<file path="src/rtl/cpu_pkg.sv">
// Shared CPU definitions: datapath word width, boot-loader framing constants and loader state encoding.
package cpu_pkg;

  localparam int WORD_W           = 32;
  localparam int LOADER_HDR_BYTES = 2;
  localparam int BYTES_PER_WORD   = 4;
  localparam int LOADER_LEN_W     = LOADER_HDR_BYTES * 8;

  typedef enum logic [2:0] {
    LD_IDLE    = 3'd0,
    LD_HDR_HI  = 3'd1,
    LD_HDR_LO  = 3'd2,
    LD_PAYLOAD = 3'd3,
    LD_WRITE   = 3'd4,
    LD_CHECK   = 3'd5,
    LD_DONE    = 3'd6,
    LD_ERR     = 3'd7
  } loader_state_e;

endpackage

</file>
<file path="src/rtl/word_assembler.sv">
// Big-endian byte-to-word shift register; word_ready flags the byte that completes a word.
module word_assembler
  import cpu_pkg::*;
(
  input  logic              clk,
  input  logic              rst_n,
  input  logic              clr,
  input  logic              shift_en,
  input  logic [7:0]        byte_in,
  output logic [WORD_W-1:0] word,
  output logic              word_ready
);

  localparam int IDX_W = $clog2(BYTES_PER_WORD);

  logic [WORD_W-1:0] word_reg;
  logic [IDX_W-1:0]  idx_reg;

  always_ff @(posedge clk or negedge rst_n) begin
    if (!rst_n) begin
      word_reg <= '0;
      idx_reg  <= '0;
    end else if (clr) begin
      word_reg <= '0;
      idx_reg  <= '0;
    end else if (shift_en) begin
      word_reg <= {word_reg[WORD_W-9:0], byte_in};
      idx_reg  <= idx_reg + 1'b1;
    end
  end

  assign word       = word_reg;
  assign word_ready = shift_en && (idx_reg == IDX_W'(BYTES_PER_WORD - 1));

endmodule

</file>
<file path="src/rtl/program_loader.sv">
// Boot loader: length-prefixed byte stream -> 32-bit memory writes, then releases the CPU.
// Optional trailing XOR checksum byte enabled by PROGRAM_LOADER_CHECKSUM_EN.
module program_loader
  import cpu_pkg::*;
#(
  parameter logic [31:0] BASE_ADDR = 32'h0000_0000,
  parameter int          ADDR_STEP = 4,
  parameter int          MAX_WORDS = 1024
) (
  input  logic              clk,
  input  logic              rst_n,
  input  logic              start,
  input  logic [7:0]        byte_in,
  input  logic              byte_valid,
  output logic              byte_ready,
  output logic              mem_we,
  output logic [31:0]       mem_addr,
  output logic [WORD_W-1:0] mem_wdata,
  output logic [15:0]       word_count,
  output logic              cpu_run,
  output logic              done,
  output logic              error
);

`ifdef PROGRAM_LOADER_CHECKSUM_EN
  localparam loader_state_e FINISH_ST = LD_CHECK;
`else
  localparam loader_state_e FINISH_ST = LD_DONE;
`endif
  localparam logic [31:0] MAX_LEN = 32'(MAX_WORDS);

  loader_state_e           state_reg, state_next;
  logic [LOADER_LEN_W-1:0] len_reg;
  logic [31:0]             addr_reg;
  logic [15:0]             count_reg;

  logic                    accept;
  logic                    start_load;
  logic                    shift_en;
  logic                    word_ready;
  logic [LOADER_LEN_W-1:0] hdr_len;
  logic [15:0]             count_inc;

  assign accept     = byte_valid && byte_ready;
  assign start_load = start && (state_reg == LD_IDLE || state_reg == LD_DONE || state_reg == LD_ERR);
  assign shift_en   = accept && (state_reg == LD_PAYLOAD);
  assign hdr_len    = {len_reg[LOADER_LEN_W-1:8], byte_in};
  assign count_inc  = count_reg + 16'd1;

  word_assembler u_asm (
    .clk       (clk),
    .rst_n     (rst_n),
    .clr       (start_load),
    .shift_en  (shift_en),
    .byte_in   (byte_in),
    .word      (mem_wdata),
    .word_ready(word_ready)
  );

`ifdef PROGRAM_LOADER_CHECKSUM_EN
  logic [7:0] xor_reg;

  // Running XOR covers header and payload bytes; the checksum byte itself is excluded.
  always_ff @(posedge clk or negedge rst_n) begin
    if (!rst_n) begin
      xor_reg <= 8'h00;
    end else if (start_load) begin
      xor_reg <= 8'h00;
    end else if (accept && state_reg != LD_CHECK) begin
      xor_reg <= xor_reg ^ byte_in;
    end
  end
`endif

  always_comb begin
    state_next = state_reg;
    case (state_reg)
      LD_IDLE, LD_DONE, LD_ERR: begin
        if (start) state_next = LD_HDR_HI;
      end
      LD_HDR_HI: begin
        if (accept) state_next = LD_HDR_LO;
      end
      LD_HDR_LO: begin
        if (accept) begin
          if (hdr_len == '0)                 state_next = FINISH_ST;
          else if (32'(hdr_len) > MAX_LEN)   state_next = LD_ERR;
          else                               state_next = LD_PAYLOAD;
        end
      end
      LD_PAYLOAD: begin
        if (word_ready) state_next = LD_WRITE;
      end
      LD_WRITE: begin
        state_next = (count_inc == len_reg) ? FINISH_ST : LD_PAYLOAD;
      end
`ifdef PROGRAM_LOADER_CHECKSUM_EN
      LD_CHECK: begin
        if (accept) state_next = (xor_reg == byte_in) ? LD_DONE : LD_ERR;
      end
`endif
      default: state_next = LD_IDLE;
    endcase
  end

  always_ff @(posedge clk or negedge rst_n) begin
    if (!rst_n) begin
      state_reg <= LD_IDLE;
      len_reg   <= '0;
      addr_reg  <= BASE_ADDR;
      count_reg <= 16'd0;
    end else begin
      state_reg <= state_next;
      if (start_load) begin
        len_reg   <= '0;
        addr_reg  <= BASE_ADDR;
        count_reg <= 16'd0;
      end else begin
        if (accept && state_reg == LD_HDR_HI) len_reg[LOADER_LEN_W-1:8] <= byte_in;
        if (accept && state_reg == LD_HDR_LO) len_reg <= hdr_len;
        // Address and count advance as the write cycle retires; the address wraps naturally.
        if (state_reg == LD_WRITE) begin
          addr_reg  <= addr_reg + 32'(ADDR_STEP);
          count_reg <= count_inc;
        end
      end
    end
  end

  assign byte_ready = (state_reg == LD_HDR_HI) || (state_reg == LD_HDR_LO) ||
                      (state_reg == LD_PAYLOAD) || (state_reg == LD_CHECK);
  assign mem_we     = (state_reg == LD_WRITE);
  assign mem_addr   = addr_reg;
  assign word_count = count_reg;
  assign done       = (state_reg == LD_DONE);
  assign cpu_run    = (state_reg == LD_DONE);
  assign error      = (state_reg == LD_ERR);

endmodule

</file>
<file path="config.mk">
export PLATFORM = sky130hd
export DESIGN_NAME = program_loader
export DESIGN_NICKNAME = d
export VERILOG_FILES = /design/src/rtl/cpu_pkg.sv /design/src/rtl/word_assembler.sv /design/src/rtl/program_loader.sv
export SDC_FILE = /design/constraint.sdc
export NUM_CORES = 1
export LEC_CHECK = 0
export BUFFER_PORTS_ARGS = -buffer_cell sky130_fd_sc_hd__buf_2
export CAP_MARGIN = 20
export CORE_AREA = 2 2 99 101
export CTS_BUF_LIST = sky130_fd_sc_hd__clkbuf_16
export DETAILED_ROUTE_END_ITERATION = 8
export DIE_AREA = 0 0 101 103
export HOLD_SLACK_MARGIN = 0.08
export PLACE_DENSITY = 0.79
export SYNTH_ARGS = -nofsm -noshare
export SYNTH_HDL_FRONTEND = slang
export SYNTH_SLANG_ARGS = --single-unit
</file>
<file path="constraint.sdc">
create_clock -name clk -period 3.2 [get_ports clk]
set_clock_uncertainty 0.2 [all_clocks]
set_input_delay 0.32 -clock clk [delete_from_list [all_inputs] [get_ports clk]]
set_output_delay 0.32 -clock clk [all_outputs]
set_load 0.03 [all_outputs]
</file>
---- Word level (Yosys, flattened, before mapping) ----
Index checks and enable logic that the tools add are counted.
W data, S select, Z words.
word-level totals
  register bits after elaboration ......... 101
  bits in latches ......................... 0
  memory bits (writable) .................. 0
  bits in read-only memories .............. 0
  bits of input ports ..................... 12
  output and inout bits ................... 85
  memories kept ........................... 0
cells by class
  add/sub/neg operators ................... 3
  $mul .................................... 0
  div/mod/pow operators ................... 0
  magnitude comparators ................... 1
  equality and inequality tests ........... 14
  shift-type cells ........................ 0
  multiplexer cells ....................... 19
  bitwise operators ....................... 0
  reductions and logical operators ........ 20
operators with widths
  cell                     number
  $mux W32                 4
  $mux W16                 4
  $add A32 B3 Y32 const B  1
  $mux W3                  7
  $add A16 B1 Y16 const B  1
  $eq A16 B16 Y1           1
  $gt A16 B11 Y1 const B   1
  $logic_not A16 Y1        1
  $pmux W3 S5              1
  $eq A3 B3 Y1 const B     4
  $mux W8                  1
  $ne A2 B2 Y1 const B     4
  $reduce_bool A2 Y1       4
  $eq A3 B2 Y1 const B     2
  $logic_and A1 B1 Y1      6
  $logic_or A1 B1 Y1       5
  $mux W2                  2
  $reduce_and A4 Y1        1
  $eq A3 B1 Y1 const B     1
  $logic_not A3 Y1         1
  $reduce_or A3 Y1         1
  $add A2 B1 Y2 const B    1
  $eq A2 B2 Y1 const B     1
  $ne A2 B1 Y1 const B     1
  $reduce_and A2 Y1        1

---- Depth between registers and ports, before layout ----
Gate-level depths: netlist of the first run.
  word-level depth ........................ 9
  depth in mapped cells ................... 7
  gate-level depth less buffers ........... 7

---- Hierarchy ----
From an unflattened synthesis of the first run, not the netlist that was laid out.
unflattened totals
  cells, all modules ...................... 541
  area total of the unflattened synthesis .. 5,168.7 sq um
by module, submodules not included
  module          instances  cells an instance  area an instance (sq um)  sequential area each (sq um)
  program_loader  1          429                3,741.1                   1,626.6
  word_assembler  1          112                1,427.6                   850.8

---- Least setup slack after synthesis of the first run ----
No wires, ideal clock.
  kind .................................... reg2reg
  start point ............................. register count_reg[5] (netlist: word_count[5])
  end point ............................... register state_reg[0]
  setup time .............................. 0.138 ns
  arrival ................................. 2.257 ns
  setup slack ............................. 0.605 ns
  cell stages (with the launch flop) ...... 8
  buffers on the path ..................... 1
  period minus slack after synthesis ...... 2.595 ns
  cell sequence ........................... dfrtp_1 > buf_2 > nand4_2 > or4_4 > xnor2_1 > a2111o_1 > nor4_2 > a22oi_1
between the ends
  cells in the longest elaborated chain, start to end .. 4
ends and longest elaborated chain
  item                      RTL line               source
  start: declaration        program_loader.sv:35   logic [15:0] count_reg;
  start signal: assignment  program_loader.sv:124  count_reg <= count_inc;
  $add A16 B1 Y16           program_loader.sv:48   assign count_inc = count_reg + 16'd1;
  $eq A16 B16 Y1            program_loader.sv:95   state_next = (count_inc == len_reg) ? FINISH_ST : LD_PAYLOAD;
  $mux W3                   program_loader.sv:95
  $pmux W3 S5               program_loader.sv:77   case (state_reg)
  end signal: assignment    program_loader.sv:113  state_reg <= state_next;
  end: declaration          program_loader.sv:32   loader_state_e state_reg, state_next;
Every way passes these cells.
A chain may end at the register's enable or synchronous reset.

---- Worst setup path in the final report of the first run ----
Ends and elaborated chain as after synthesis.

==> summary.txt, run 1 <==
Synthesis
  • Post-synthesis average cell area: 8.99 um2
  • Seq/Total Area, Yosys: 0.485
  • Post-synth EDFFs: 0
  • #FFs+latches synth: 99
  • Post-Syn Area: 0.00511 mm2
  • Ys Warns: 0
  • Most common flop cell mapped by yosys: dfrtp_1
  • Synth Instances: 568
  • Share of flip-flops with an asynchronous set or reset: 1.00
  • Distinct cells, synth: 55

Global route
  • Vias in the first global route: 4175
  • First-pass GRT wire length: 19900 um
  • Overflow after GRT: 0
  • GRT Overall Usage: 0.241
  • Initial antenna violation count: 0
  • Pin count of the biggest net entering global routing: 55

Clocking
  • Clock Tree Buf Depth: 2
  • H-tree Lvls: 3
  • Worst-path clk slew: 0.07 ns
  • Cts hold-fix bufs: 9
  • Worst-skew pair later-pin latency: 0.34 ns
  • Post-CTS Setup Inserts: 0
  • CTS buffer count: 9
  • TritonCTS clock tree: yes
  • # resized after CTS: 0
  • CTS sink cnt: 99
  • CTS root buf: clkbuf_16

Routing
  • DR iter-0 viols: 272
  • DR vias: 4508
  • Drt total wl: 12400 um
  • Routed WL per cell: 16.1 um
  • First-pass DRT Iterations: 5
  • DR DRC count: 0
  • Vias per std cell: 5.83
  • Routed Antenna Nets: 0

Floorplanning
  • Io pins: 97
  • Starting Density: 0.540
  • Core area: 0.00946 mm2
  • Chip Height: 103 um
  • Die Wd: 101 um
  • Die ar.: 0.0104 mm2
  • Row Count: 36

STA
  • Setup TNS: 0 ns
  • Normalized max-slew margin: 0.566
  • Endpoints failing setup: 0
  • Final hold vios: 0
  • Final Worst Setup Slack: 0.586 ns
  • Worst-margin pin slew: 0.645 ns
  • Final Max Tran Viols: 0
  • RSZ-0062 raised after global routing: no
  • Crit path time final: 2.61 ns
  • Final Cycle Share: 0.817
  • Upper clock frequency limit: 0.383 GHz

Pwr
  • Leakage: 2.90 nW
  • Worst vdd rail ir drop: 0.000588 V
  • Power Density: 815 mW/mm2

Placement
  • Instance area at placement: 0.00564 mm2
  • GPL Wtd Cong: 0.891
  • Post-DP HPWL: 8600 um
  • DP Worst Slack: 0.580 ns
  • Port-buffer cells: 94

Flow run
  • MaxCap Viol Count: 0

Setup path
  • Worst Path Buf+Inv: 0
  • Critical Path Sink Type: flip-flop
  • CP Launch Type: flip-flop
  • CP Launch Point: word_count[5]$_DFFE_PN0P_
  • Crit-path cells: nand4_2 > or4_4 > xnor2_1 > a2111o_1 > nor4_2 > a22oi_1
  • CP max FO: 9
  • RR Startpoint: word_count[5]$_DFFE_PN0P_
  • CP max stage cell: or4_4
  • Crit path kind: flip-flop to flip-flop
  • Critical Path RT: 3.21 ns
  • Max stage delay on crit path: 0.61 ns
  • Data arrival, critical path: 2.62 ns
  • CP delay by family, top: simple AND/OR/NAND/NOR gates

Layout
  • Proportion of layout cells with a drive suffix above 1: 0.199
  • Max reg flops: 32
  • Design Area, Final: 0.00600 mm2
  • Ant diodes: 0
  • Most frequent cells in the layout: 113 x nand2_1, 99 x dfrtp_1, 93 x buf_2
  • Area grow syn2layout: 17.5%
  • Most common cell after layout, fill and taps aside: nand2_1
  • NumNets Final: 669

Worst hold path
  • HP Start: start
  • Tightest Hold Check Type: input port to flip-flop

Run status
  • Outcome: completed
[cell type report]
type / count / area, um2
clock buffers: 9 / 225
fillers: 800 / 3460
clock inverters: 7 / 42.5
flip-flops and latches: 99 / 2480
well taps: 114 / 143
repair buffers: 111 / 636
multi-input cells: 429 / 2460
inverters: 4 / 20.0
[metal layers]
layer | wire [um] | share of wire | up-vias | track usage
met4 | 275 | 0.022 | 0 | 0.103
met3 | 672 | 0.054 | 27 | 0.0475
met1 | 5470 | 0.44 | 2229 | 0.329
li1 | - | - | 2123 | -
met2 | 5990 | 0.48 | 129 | 0.381
met5 | 0 | 0 | - | 0
[report_power, final]
part	total, W	internal [W]	switching (W)	leakage, nW
Sequential	0.00194	0.00157	0.000370	1.34
Clock	0.00100	0.000525	0.000477	0.131
Combinational	0.00194	0.000679	0.00127	1.43
Total	0.00489	0.00278	0.00211	2.90
[cell families after synthesis]
kind of cell / synth area share
AND/OR/NAND/NOR: 0.251
AO/OA/AOI/OAI: 0.129
flip-flops: 0.485
XOR/XNOR: 0.0840
buffers and inverters: 0.0370
adder cells (fa/ha/maj): 0.00735
multiplexers: 0.00588
other: 0.000734
[Yosys cell counts, types with 4 or more instances]
library cell | count | area [um2]
dfrtp_1 | 99 | 2480
nand3_1 | 25 | 125
a21oi_1 | 53 | 265
or3_1 | 5 | 31.3
nand2b_1 | 5 | 31.3
nor2_1 | 50 | 188
nor2b_1 | 5 | 31.3
nor4_1 | 7 | 43.8
and3_1 | 7 | 43.8
and4_1 | 4 | 35.0
nor3_1 | 11 | 55.1
nand4_1 | 7 | 43.8
a22o_1 | 9 | 78.8
buf_2 | 7 | 35.0
xor2_1 | 30 | 263
xnor2_1 | 19 | 166
nand2_1 | 113 | 424
buf_4 | 5 | 37.5
o41ai_1 | 5 | 43.8
o21ai_0 | 24 | 120
o31ai_1 | 4 | 30.0
clkbuf_1 | 23 | 86.3
[worst min-delay path, cell delays in order]
cell and delay, ns:
buf_2 0.15, nand2_1 0.08, nand3_1 0.07, o31ai_1 0.06
[final timing paths]
kind / to / slack, ns / cells past startpoint
max reg2reg: state_reg[0]$_DFFE_PN0P_ / 0.59 / 6
min reg2reg: u_asm.word[25]$_DFFE_PN0P_ / 0.33 / 2
min in group asynchronous: len_reg[15]$_DFFE_PN0P_ / 0.34 / 2
min: state_reg[1]$_DFFE_PN0P_ / 0.18 / 4
max in group asynchronous: word_count[6]$_DFFE_PN0P_ / 1.76 / 3
max: state_reg[0]$_DFFE_PN0P_ / 0.59 / 6
[stage by stage]
| step | power (W) | hold slack, ns | instances | utilization |
|---|---|---|---|---|
| global placement | 0.00383 | 0.170 | 748 | 0.597 |
| floorplan | 0.00330 | -0.176 | 569 | - |
| global route | 0.00517 | 0.193 | 773 | 0.634 |
| detailed placement | 0.00389 | 0.172 | 748 | 0.597 |
| finish | 0.00489 | 0.175 | 773 | 0.634 |
| CTS | 0.00489 | 0.169 | 773 | 0.634 |
Power figures use the tool's default switching activity.
==> inputs of run 2 (changes only) <==
==> constraint.sdc (replaced) <==
create_clock -name clk -period 2.7 [get_ports clk]
set_clock_uncertainty 0.2 [all_clocks]
set_input_delay 0.27 -clock clk [delete_from_list [all_inputs] [get_ports clk]]
set_output_delay 0.27 -clock clk [all_outputs]
set_load 0.03 [all_outputs]
==> run 2 against run 1 <==
  * Combinational power rose by 23%
  * Sequential share of layout area fell by 0.75 points
  * Worst setup slack got worse by 0.41 ns
  * Global-route usage rose by 1.0 points
  * Sequential power rose by 16%
  * Hold slack got worse by 0.056 ns
  * Critical path depth rose by 1
  * Total power rose by 20%
  * Non-clock buffer count rose by 10
  * Final cell count rose by 1.3%
  * Maximum frequency rose by 3.6%
==> summary.txt, run 2 (synthesis gave the netlist of run 1 again) <==
Pwr
  • Leakage: 2.96 nW (was 2.90 nW)
  • Power Density: 963 mW/mm2 (was 815 mW/mm2)
  • Worst vdd rail ir drop: 0.000673 V (was 0.000588 V)

Floorplanning
  • Row Count: 36 (unchanged)
  • Die Wd: 101 um (unchanged)
  • Chip Height: 103 um (unchanged)
  • Core area: 0.00946 mm2 (unchanged)
  • Die ar.: 0.0104 mm2 (unchanged)
  • Starting Density: 0.540 (unchanged)
  • Io pins: 97 (unchanged)

Worst hold path
  • Tightest Hold Check Type: input port to flip-flop (unchanged)

Layout
  • Most common cell after layout, fill and taps aside: nand2_1 (unchanged)
  • Storage element area: 0.00248 mm2 (unchanged)
  • NumNets Final: 679 (was 669)
  • Area grow syn2layout: 19.6% (was 17.5%)
  • Ant diodes: 0 (unchanged)
  • Area of the multi-input gates: 0.00246 mm2 (about the same)
  • Proportion of layout cells with a drive suffix above 1: 0.215 (was 0.199)
  • Max reg flops: 32 (unchanged)
  • Layout filler cell count: 779 (was 800)
  • Most frequent cells in the layout: 113 x nand2_1, 99 x dfrtp_1, 93 x buf_2 (unchanged)

Setup path
  • CP max stage cell: dfrtp_1 (was or4_4)
  • Crit path kind: flip-flop to flip-flop (unchanged)
  • CP delay by family, top: simple AND/OR/NAND/NOR gates (unchanged)
  • Data arrival, critical path: 2.54 ns (was 2.62 ns)
  • Crit-path cells: ha_1 > nand3_1 > nor3_1 > xnor2_1 > o21ai_0 > nor4_2 > a22oi_1 (was nand4_2 > or4_4 > xnor2_1 > a2111o_1 > nor4_2 > a22oi_1)
  • Max stage delay on crit path: 0.50 ns (was 0.61 ns)
  • Worst Path Buf+Inv: 0 (unchanged)
  • CP Launch Type: flip-flop (unchanged)
  • Critical Path RT: 2.71 ns (was 3.21 ns)
  • Critical Path Sink Type: flip-flop (unchanged)
  • CP max FO: 8 (was 9)

STA
  • Setup TNS: 0 ns (unchanged)
  • Final Max Tran Viols: 0 (unchanged)
  • Final Worst Setup Slack: 0.177 ns (was 0.586 ns)
  • Worst-margin pin slew: 0.774 ns (was 0.645 ns)
  • RSZ-0062 raised after global routing: no (unchanged)
  • Final Cycle Share: 0.935 (was 0.817)
  • Upper clock frequency limit: 0.396 GHz (was 0.383 GHz)
  • Normalized max-slew margin: 0.482 (was 0.566)
  • Final hold vios: 0 (unchanged)
  • Crit path time final: 2.52 ns (was 2.61 ns)
  • Endpoints failing setup: 0 (unchanged)

Routing
  • First-pass DRT Iterations: 5 (unchanged)
  • Vias per std cell: 5.66 (was 5.83)
  • DR iter-0 viols: 289 (was 272)
  • Drt total wl: 12600 um (was 12400 um)
  • DR vias: 4432 (was 4508)
  • Routed Antenna Nets: 0 (unchanged)
  • Routed WL per cell: 16.1 um (about the same)
  • DR DRC count: 0 (unchanged)

Flow run
  • MaxCap Viol Count: 0 (unchanged)

Clocking
  • CTS sink cnt: 99 (unchanged)
  • Worst-skew pair later-pin latency: 0.35 ns (was 0.34 ns)
  • H-tree Lvls: 3 (unchanged)
  • Post-CTS Setup Inserts: 0 (unchanged)
  • Worst-path clk slew: 0.07 ns (about the same)
  • TritonCTS clock tree: yes (unchanged)
  • Clock Tree Buf Depth: 2 (unchanged)
  • CTS root buf: clkbuf_16 (unchanged)
  • CTS buffer count: 9 (unchanged)

Global route
  • GRT Overall Usage: 0.252 (was 0.241)
  • Vias in the first global route: 4243 (was 4175)
  • Initial antenna violation count: 0 (unchanged)
  • Overflow after GRT: 0 (unchanged)
  • First-pass GRT wire length: 20500 um (was 19900 um)
  • Pin count of the biggest net entering global routing: 78 (was 55)

Run status
  • Outcome: completed (unchanged)

Placement
  • GPL Wtd Cong: 0.918 (was 0.891)
  • Post-DP HPWL: 8760 um (was 8600 um)
  • Port-buffer cells: 94 (unchanged)
  • DP Worst Slack: 0.129 ns (was 0.580 ns)
==> run 2: changes by cell type in the layout (fill, tap and decap cells not counted) <==
cell and delta:
clkinv_2 -2, inv_8 +1, clkinv_1 -2, buf_12 +1, nor4_2 +1, nor4_1 -1
clkinv_4 +1, clkinvlp_4 +2, buf_4 +9
==> run 2: what timing repair did <==
item | 4_1_cts | 5_1_grt
endpoints found under the setup margin | 0 | 1
hold endpoints to repair | 55 | 0
hold buffers | 9 | 0
resized for setup | 0 | 1
==> run 2: report_power, final <==
| part | total [W] | switching [W] | internal (W) |
|---|---|---|---|
| registers | 0.00225 | 0.000390 | 0.00186 |
| clock network | 0.00125 | 0.000607 | 0.000640 |
| logic | 0.00239 | 0.00155 | 0.000835 |
| total | 0.00589 | 0.00255 | 0.00334 |
==> run 2: through the flow <==
step,hold slack [ns],power (W),cells,util,area (um2)
4_1_cts,0.109,0.00590,783,0.646,6110
3_5_place_dp,0.0604,0.00464,758,0.606,5730
5_1_grt,0.145,0.00626,783,0.646,6110
3_3_place_gp,0.0547,0.00457,758,0.606,5730
2_1_floorplan,-0.226,0.00391,569,-,5110
6_report,0.119,0.00589,783,0.646,6110
==> run 2: worst paths after layout <==
path	startpoint	to	slack, ns	depth (start not counted)
worst max-delay path	word_count[0]$_DFFE_PN0P_	state_reg[0]$_DFFE_PN0P_	0.18	7
worst min-delay path	start	state_reg[1]$_DFFE_PN0P_	0.12	4
worst max register to register	word_count[0]$_DFFE_PN0P_	state_reg[0]$_DFFE_PN0P_	0.18	7
worst min register to register	u_asm.word[28]$_DFFE_PN0P_	u_asm.word[28]$_DFFE_PN0P_	0.33	2
max in group asynchronous	rst_n	u_asm.word[13]$_DFFE_PN0P_	1.45	3
min in group asynchronous	rst_n	u_asm.word[6]$_DFFE_PN0P_	0.21	2
==> run 2: final cells by class <==
| type | count | share of cell area |
|---|---|---|
| Sequential cell | 99 | 0.405 |
| Multi-Input combinational cell | 429 | 0.403 |
| Timing Repair Buffer | 121 | 0.118 |
| Clock buffer | 9 | 0.0368 |
| Tap cell | 114 | 0.0233 |
| Clock inverter | 7 | 0.00983 |
| Inverter | 4 | 0.00328 |
==> run 2: tightest hold or removal path, stage by stage <==
cell and delay [ns]:
buf_2 0.15, nand2_1 0.07, nand3_1 0.07, o31ai_1 0.06
==> run 2: routing by layer <==
| layer | vias up | share of wire | global-route usage |
|---|---|---|---|
| li1 | 2139 | - | - |
| met1 | 2160 | 0.45 | 0.339 |
| met2 | 115 | 0.48 | 0.405 |
| met3 | 18 | 0.050 | 0.0631 |
| met4 | 0 | 0.014 | 0.0800 |
| met5 | - | 0 | 0 |
==> inputs of run 3 (changes only) <==
--- a/config.mk
+++ b/config.mk
@@ -11,6 +11,7 @@
 export CTS_BUF_LIST = sky130_fd_sc_hd__clkbuf_16
 export DETAILED_ROUTE_END_ITERATION = 8
 export DIE_AREA = 0 0 101 103
+export GPL_TIMING_DRIVEN = 0
 export HOLD_SLACK_MARGIN = 0.08
 export PLACE_DENSITY = 0.79
 export SYNTH_ARGS = -nofsm -noshare
==> run 3 against run 2 <==
  * Worst setup slack got worse by 0.081 ns
  * Critical path depth fell by 3
  * Clock-buffer cell count did not move
  * Via count rose by 2.4%
  * Routed wire length rose by 0.68%
  * Register-to-register slack got worse by 0.08 ns
  * Die area did not move
  * Sequential share of layout area fell by 0.36 points
  * Sequential power barely moved
  * Maximum frequency fell by 3.1%
  * Critical path type is now flip-flop to output port
  * Largest power group unchanged
==> summary.txt, run 3 (synthesis gave the netlist of run 1 again) <==
STA
  • Upper clock frequency limit: 0.384 GHz (was 0.396 GHz)
  • Final Max Tran Viols: 0 (unchanged)
  • Final Cycle Share: 0.965 (was 0.935)
  • Normalized max-slew margin: 0.506 (was 0.482)
  • Endpoints failing setup: 0 (unchanged)
  • Final hold vios: 0 (unchanged)
  • Crit path time final: 2.60 ns (was 2.52 ns)
  • Worst-margin pin slew: 0.738 ns (was 0.774 ns)
  • Final Worst Setup Slack: 0.0957 ns (was 0.177 ns)

Routing
  • DR vias: 4539 (was 4432)
  • Routed WL per cell: 15.8 um (was 16.1 um)
  • DR DRC count: 0 (unchanged)
  • Vias per std cell: 5.68 (was 5.66)
  • Routed Antenna Nets: 0 (unchanged)
  • Drt total wl: 12700 um (was 12600 um)
  • First-pass DRT Iterations: 4 (was 5)
  • DR iter-0 viols: 290 (was 289)

Layout
  • Area grow syn2layout: 20.8% (was 19.6%)
  • Most frequent cells in the layout: 113 x nand2_1, 98 x buf_2, 98 x dfrtp_1 (was 113 x nand2_1, 99 x dfrtp_1, 93 x buf_2)
  • NumNets Final: 696 (was 679)
  • Ant diodes: 0 (unchanged)
  • Proportion of layout cells with a drive suffix above 1: 0.204 (was 0.215)
  • Most common cell after layout, fill and taps aside: nand2_1 (unchanged)
  • Final instance count without filler cells: 799 (was 783)
  • Max reg flops: 32 (unchanged)

Setup path
  • Data arrival, critical path: 2.13 ns (was 2.54 ns)
  • Worst R2R Setup Slack: 0.1 ns (was 0.18 ns)
  • RR Startpoint: word_count[7]$_DFFE_PN0P_ (was word_count[0]$_DFFE_PN0P_)
  • Critical Path Sink Type: output port (was flip-flop)
  • CP max FO: 10 (was 8)
  • CP max stage cell: clkbuf_1 (was dfrtp_1)
  • Crit-path cells: or3b_4 > clkinv_4 > clkbuf_1 > buf_2 (was ha_1 > nand3_1 > nor3_1 > xnor2_1 > o21ai_0 > nor4_2 > a22oi_1)
  • Worst Path Buf+Inv: 3 (was 0)
  • Crit path kind: flip-flop to output port (was flip-flop to flip-flop)
  • FF-to-FF End: state_reg[0]$_DFFE_PN0P_ (unchanged)
  • CP Launch Type: flip-flop (unchanged)
  • Max stage delay on crit path: 0.48 ns (was 0.50 ns)
  • R2R depth: 7 (unchanged)
  • CP delay by family, top: buffers and inverters (was simple AND/OR/NAND/NOR gates)
  • Critical Path RT: 2.23 ns (was 2.71 ns)

Worst hold path
  • Tightest Hold Check Type: input port to flip-flop (unchanged)
  • Worst Hold End: state_reg[1]$_DFFE_PN0P_ (unchanged)
  • Hold Path Stages: 3 (was 4)
  • HP Start: byte_valid (was start)

Global route
  • Pin count of the biggest net entering global routing: 54 (was 78)
  • Initial antenna violation count: 0 (unchanged)
  • Vias in the first global route: 4238 (was 4243)
  • Overflow after GRT: 0 (unchanged)
  • GRT Overall Usage: 0.252 (about the same)
  • First-pass GRT wire length: 20500 um (about the same)

Clocking
  • CTS root buf: clkbuf_16 (unchanged)
  • H-tree Lvls: 3 (unchanged)
  • Clock Tree Buf Depth: 2 (unchanged)
  • CTS buffer count: 9 (unchanged)
  • Worst-skew pair later-pin latency: 0.35 ns (about the same)
  • Worst-path clk slew: 0.06 ns (was 0.07 ns)
  • Post-CTS Setup Inserts: 0 (unchanged)
  • TritonCTS clock tree: yes (unchanged)
  • CTS sink cnt: 99 (unchanged)

Placement
  • Port-buffer cells: 92 (was 94)
  • Post-DP HPWL: 9020 um (was 8760 um)
  • GPL Wtd Cong: 0.888 (was 0.918)
  • DP Worst Slack: 0.0424 ns (was 0.129 ns)
  • Dpl cells: 776 (was 758)

Floorplanning
  • Core area: 0.00946 mm2 (unchanged)
  • Die Wd: 101 um (unchanged)
  • Chip Height: 103 um (unchanged)
  • Starting Density: 0.540 (unchanged)
  • Die ar.: 0.0104 mm2 (unchanged)
  • Io pins: 97 (unchanged)
  • Row Count: 36 (unchanged)

Pwr
  • Leakage: 2.98 nW (was 2.96 nW)
  • Worst vdd rail ir drop: 0.000668 V (was 0.000673 V)
  • Power Density: 959 mW/mm2 (was 963 mW/mm2)

Run status
  • Outcome: completed (unchanged)

Flow run
  • MaxCap Viol Count: 0 (unchanged)
## run 3: where the power goes
part	total [W]	switching, W	internal (W)	leakage, nW
clock	0.00128	0.000559	0.000717	0.143
combinational	0.00239	0.00157	0.000814	1.50
sequential	0.00225	0.000386	0.00186	1.34
## run 3: routing by layer
| layer | part of all wire | vias up | global-route usage |
|---|---|---|---|
| met2 | 0.48 | 172 | 0.404 |
| met3 | 0.067 | 35 | 0.0475 |
| met1 | 0.43 | 2153 | 0.336 |
| met4 | 0.024 | 0 | 0.115 |
| met5 | 0 | - | 0 |
| li1 | - | 2179 | - |
## run 3: repair_timing
| action | 4_1_cts | 5_1_grt |
|---|---|---|
| hold endpoints to repair | 71 | 0 |
| hold buffers | 10 | 0 |
| gates resized for setup | 0 | 7 |
| setup endpoints to repair | 0 | 49 |
## run 3: worst min-delay path, delay by kind of cell
| family | cells | cell delay (ns) |
|---|---|---|
| buffers and inverters | 1 | 0.14 |
| AOI/OAI and AO/OA | 2 | 0.23 |
## run 3: worst max-delay path by stage
stage                                    from                        to  cells after the start  slack, ns
detailed placement  word_count[8]$_DFFE_PN0P_  state_reg[0]$_DFFE_PN0P_                      7       0.04
CTS                 word_count[8]$_DFFE_PN0P_  state_reg[0]$_DFFE_PN0P_                      7       0.02
global route        word_count[0]$_DFFE_PN0P_  state_reg[0]$_DFFE_PN0P_                      6     -0.004
finish               state_reg[1]$_DFFE_PN0P_                    mem_we                      4        0.1
floorplan           word_count[5]$_DFFE_PN0P_  state_reg[0]$_DFFE_PN0P_                      7       0.11
global placement    word_count[8]$_DFFE_PN0P_  state_reg[0]$_DFFE_PN0P_                      7       0.07
## run 3: through the flow
step / instance area [um2] / hold WS, ns / setup TNS (ns) / util / power, W
global placement: 5720 / 0.307 / 0 / 0.604 / 0.00455
floorplan: 5110 / -0.226 / 0 / - / 0.00391
detailed placement: 5750 / 0.140 / 0 / 0.607 / 0.00461
global route: 6170 / 0.165 / -0.00441 / 0.652 / 0.00627
finish: 6170 / 0.145 / 0 / 0.652 / 0.00591
CTS: 6140 / 0.142 / 0 / 0.649 / 0.00591
## run 3: final cells by class
class                   instances  area [um2]
multi-input cells             429        2480
well taps                     114         143
inverters                       4        20.0
clock inverters                 6        67.6
flip-flops and latches         99        2480
repair buffers                103         591
fillers                       803        3290
clock buffers                   9         225
plain buffers                  35         161
